[src/rtl/wmaj_pkg.sv]
// wmaj_pkg: shared widths and weight function for the weighted-majority channel scheduler
package wmaj_pkg;
  function automatic int wmaj_sw(input int win);
    return $clog2(win * (win + 1) / 2 + 1) + 1;
  endfunction
  function automatic int wmaj_weight(input int win, input int k);
    return win - k;
  endfunction
  function automatic int wmaj_cw(input int nch);
    return $clog2(nch);
  endfunction
endpackage

[src/rtl/wmaj_score.sv]
// wmaj_score: combinational signed weighted sum of a bit window (bit 0 newest), only the first fill positions count
module wmaj_score import wmaj_pkg::*; #(
  parameter int WIN = 8,
  parameter int SW = wmaj_sw(WIN),
  parameter int FW = $clog2(WIN + 1)
) (
  input  logic [WIN-1:0]       win,
  input  logic [FW-1:0]        fill,
  output logic signed [SW-1:0] score
);
  int acc;
  always_comb begin
    acc = 0;
    for (int k = 0; k < WIN; k++)
      acc = acc + ((k < int'(fill)) ? (win[k] ? wmaj_weight(WIN, k) : -wmaj_weight(WIN, k)) : 0);
    score = SW'(acc);
  end
endmodule

[src/rtl/wmaj_channel_scheduler.sv]
// wmaj_channel_scheduler: round-robin shares one weighted-majority trend scorer across NCH bit channels (define WMAJ_HYST_EN for hysteresis)
module wmaj_channel_scheduler import wmaj_pkg::*; #(
  parameter int NCH = 4,
  parameter int WIN = 8,
  parameter int HYST = 4,
  localparam int CW = wmaj_cw(NCH),
  localparam int SW = wmaj_sw(WIN)
) (
  input  logic                 clk,
  input  logic                 rst,
  input  logic [NCH-1:0]       ch_valid,
  input  logic [NCH-1:0]       ch_bit,
  output logic [NCH-1:0]       ch_ready,
  input  logic [NCH-1:0]       ch_clr,
  output logic [NCH-1:0]       trend,
  output logic                 res_valid,
  output logic [CW-1:0]        res_ch,
  output logic signed [SW-1:0] res_score
);
  localparam int FW = $clog2(WIN + 1);
  logic [NCH-1:0] pend, pbit, gnt;
  logic [NCH-1:0][WIN-1:0] win;
  logic [NCH-1:0][FW-1:0] fill;
  logic [CW-1:0] rr_ptr, g, s1_ch;
  logic gv, s1_vld, s1_bit, kill, t_set, t_clr;
  logic [WIN-1:0] win_n;
  logic [FW-1:0] fill_n;
  logic signed [SW-1:0] score;
  always_comb begin
    gv = 1'b0;
    g = '0;
    for (int j = NCH - 1; j >= 0; j--)
      if (pend[rr_ptr + CW'(j)] & ~ch_clr[rr_ptr + CW'(j)]) begin
        gv = 1'b1;
        g = rr_ptr + CW'(j);
      end
  end
  assign gnt = gv ? (NCH'(1) << g) : '0;
  assign ch_ready = ~ch_clr & (~pend | gnt);
  assign win_n = {win[s1_ch][WIN-2:0], s1_bit};
  assign fill_n = fill[s1_ch] + FW'(fill[s1_ch] != FW'(WIN));
  assign kill = ch_clr[s1_ch];
  wmaj_score #(.WIN(WIN), .SW(SW), .FW(FW)) u_score (.win(win_n), .fill(fill_n), .score(score));
`ifdef WMAJ_HYST_EN
  assign t_set = score >= SW'(HYST);
  assign t_clr = score <= -SW'(HYST);
`else
  logic unused_hyst;
  assign unused_hyst = ^HYST;
  assign t_set = ~score[SW-1] & (|score);
  assign t_clr = score[SW-1];
`endif
  always_ff @(posedge clk) begin
    if (rst) begin
      pend <= '0;
      pbit <= '0;
      win <= '0;
      fill <= '0;
      trend <= '0;
      rr_ptr <= '0;
      s1_vld <= 1'b0;
      s1_ch <= '0;
      s1_bit <= 1'b0;
      res_valid <= 1'b0;
      res_ch <= '0;
      res_score <= '0;
    end else begin
      for (int i = 0; i < NCH; i++) begin
        if (ch_valid[i] & ch_ready[i]) begin
          pend[i] <= 1'b1;
          pbit[i] <= ch_bit[i];
        end else if (gnt[i] | ch_clr[i]) pend[i] <= 1'b0;
        if (ch_clr[i]) begin
          win[i] <= '0;
          fill[i] <= '0;
          trend[i] <= 1'b0;
        end else if (s1_vld && s1_ch == CW'(i)) begin
          win[i] <= win_n;
          fill[i] <= fill_n;
          trend[i] <= t_set | (trend[i] & ~t_clr);
        end
      end
      s1_vld <= gv;
      s1_ch <= g;
      s1_bit <= pbit[g];
      if (gv) rr_ptr <= g + CW'(1);
      res_valid <= s1_vld & ~kill;
      if (s1_vld & ~kill) begin
        res_ch <= s1_ch;
        res_score <= score;
      end
    end
  end
endmodule
[config.mk]
export PLATFORM = sky130hd
export DESIGN_NAME = wmaj_channel_scheduler
export DESIGN_NICKNAME = d
export VERILOG_FILES = /design/src/rtl/wmaj_pkg.sv /design/src/rtl/wmaj_score.sv /design/src/rtl/wmaj_channel_scheduler.sv
export SDC_FILE = /design/constraint.sdc
export NUM_CORES = 1
export LEC_CHECK = 0
export CORE_ASPECT_RATIO = 0.9
export CORE_MARGIN = 2
export CORE_UTILIZATION = 63
export DETAILED_ROUTE_END_ITERATION = 12
export GPL_TIMING_DRIVEN = 0
export PLACE_DENSITY = 0.95
export SLEW_MARGIN = 10
export SYNTH_ARGS = -nofsm -noshare
export SYNTH_HDL_FRONTEND = slang
export SYNTH_SLANG_ARGS = --single-unit
[constraint.sdc]
create_clock -name clk -period 18.65 [get_ports clk]
set_input_delay 5.595 -clock clk [delete_from_list [all_inputs] [get_ports clk]]
set_output_delay 5.595 -clock clk [all_outputs]
set_load 0.02 [all_outputs]
==> out/qor.yml <==
timing:
  setup_viol: 0
  period_share_pct: 74.6
  rsz0062_at_grt: "false"
  slew_viol_final: 0
  max_freq_mhz: 71.9
  worst_pin_slew_ns: 1.05
  hold_viol: 0
  period_needed_ns: 13.91
  tns_ns: 0
  holdWs_ns: 0.456
  skew_ns: 0.00944
  relSlewSlack_pct: 30.0
finish:
  final_nets: 524
  register_area_sq_um: 1440
  syn_to_final_growth_pct: 15.5
  multi_input_area_sq_um: 2370
  diodes: 0
  layout-drive-gt1-share_pct: 9.45
  n_fill_cell: 392
cts:
  clock_sinks: 72
  cts_htree_levels: 3
  clk_pin_slew_ns: 0.07
  cts_root_buf: "clkbuf_8"
  clockBufferDepth: 2
  cts_made_buffers: 9
  clk_latency_ns: 0.35
  cts_hold_buf: 0
  cts_tree: "yes"
  cts-resized-gates: 0
  post_cts_buffers: 0
pwr:
  vdd_drop_max_mv: 0.0514
  p_leak_nw: 1.83
  swShare_pct: 29.9
  share_comb_of_total_power_pct: 23.5
  power_w: 0.000382
  switchingPower_w: 0.000114
  clockPowerShare_pct: 34.8
  intPower_w: 0.000268
  powerDensity_nw_per_um2: 81.7
  share_seq_of_total_power_pct: 41.7
floorplanning:
  die_y_um: 80.0
  core_sq_um: 6150
  die-area_sq_um: 7070
  die_x_um: 88.4
  rows: 27
  start_util_pct: 65.8
  pin_count: 32
synth:
  yosys.area.top_type: "dfxtp_1"
  syn_area_per_cell_sq_um: 9.40
  synth_seq_cells: 72
  netlist_area_sq_um: 4040
  syn_inst: 430
  synth.most_common_cell: "dfxtp_1"
  yosysWarnings: 0
  synthTopCellsByArea: "dfxtp_1, fa_1, mux2i_1"
  synth_top_area_share_pct: 35.7
  ys_types: 42
  netlist_top_cells_count: "dfxtp_1, nand2_1, nor2_1"
  ys_async_sr_fraction_pct: 0
  synth_edf_count: 0
  yosysSeqAreaShare_pct: 35.7
  synth_nets: 482
  synthFlopType: "dfxtp_1"
placement:
  gp_congestion: 0.864
  port_buffers: 31
  hpwl_mm: 7.21
critical_path:
  cp_max_fo: 6
  cp-end-kind: "output port"
  arrival_ns: 8.32
  start_kind: "input pin"
  reg2reg_depth: 24
  crit_type: "input pin to output port"
  required_ns: 13.05
grt:
  grt_overflow: 0
  track_usage_pct: 30.3
  antenna_found_initial: 0
  grt_pass1_wl_mm: 16.1
  grt_max_degree: 13
  grt_pass1_vias: 3403
routing:
  finalWirelength_mm: 9.93
  drcViolationCount: 0
  via_per_inst: 5.89
  routedWlPerCell_um: 17.6
  drt_pass1_iterations: 8
  ant_nets: 0
  drtIter0Drc: 323
  via_count: 3314
run_status:
  status: "complete, no violations"
min_path:
  hold_path_class: "register to register"
  worstHoldPathCells: 2
flow_run:
  drv_cap: 0
cell families after synthesis:
group                    share of synthesized area (%)
AO/OA/AOI/OAI                                     9.97
buffers and inverters                             5.82
flip-flops                                        35.7
XOR/XNOR                                          2.48
adder cells (fa/ha/maj)                           16.0
AND/OR/NAND/NOR                                   16.4
multiplexers                                      13.6
worst max-delay path, stage by stage:
cell	delay (ns)
clkdlybuf4s50_1	0.52
nand2b_1	0.22
o221a_2	0.27
o22ai_1	0.47
ha_1	0.30
inv_1	0.05
a21oi_1	0.24
clkdlybuf4s50_1	0.66
layout make-up:
cell class              instances  share of cell area [%]
multi-input cells             300                    50.7
inverters                      38                    3.11
repair buffers                 31                    6.64
plain buffers                  20                    1.93
clock inverters                 6                    1.82
well taps                      87                    2.33
flip-flops and latches         72                    30.9
clock buffers                   9                    2.65
flip-flops by register name, summed over array words and instances (netlist names):
signal,flops
res_valid,1
pend,4
fill,16
res_score,7
s1_ch,2
s1_vld,1
s1_bit,1
pbit,4
win,28
rr_ptr,2
trend,4
res_ch,2
worst paths after layout:
| kind | end | from | slack (ns) |
|---|---|---|---|
| worst max-delay path | ch_ready[2] | ch_clr[0] | 4.74 |
| worst min-delay path | win[5] | win[5] | 0.46 |
| worst max register to register | trend[0] | s1_ch[1] | 11.47 |
| worst min register to register | win[5] | win[5] | 0.46 |
power groups by stage:
stage | Combinational [W] | Sequential, W | Clock [W]
after detailed placement | 0.0000903 | 0.000163 | 0
after CTS | 0.0000905 | 0.000159 | 0.000132
final | 0.0000899 | 0.000159 | 0.000133
after global routing | 0.0000983 | 0.000159 | 0.000138
after floorplan | 0.0000611 | 0.000163 | 0
after global placement | 0.0000854 | 0.000162 | 0
routing by layer:
| layer | track usage, % | wire (um) | vias to the layer above | share of wire (%) |
|---|---|---|---|---|
| met5 | 0 | 0 | - | 0 |
| met4 | 13.6 | 288 | 0 | 2.9 |
| met3 | 6.83 | 646 | 32 | 6.5 |
| met2 | 51.7 | 5000 | 165 | 50 |
| met1 | 36.1 | 4000 | 1605 | 40 |
| li1 | - | - | 1512 | - |
layout by cell type (no fill, tap or decap), types with 13 or more instances in the layout:
cell type | synthesis | final
mux2i_1 | 24 | 24
nor2_1 | 56 | 56
nand2_1 | 61 | 61
a21oi_1 | 36 | 36
inv_1 | 37 | 37
a211oi_1 | 13 | 13
fa_1 | 23 | 23
clkdlybuf4s50_1 | 0 | 31
dfxtp_1 | 72 | 72
ha_1 | 15 | 15
through the flow:
step	cells	setup slack (ns)	instance area, sq um	util (%)
finish	563	4.74	4670	76.0
global route	563	4.57	4670	76.0
global placement	548	4.86	4460	72.6
CTS	563	4.77	4670	76.0
floorplan	430	6.05	4040	-
detailed placement	548	4.78	4460	72.6
Power figures use the tool's default switching activity.
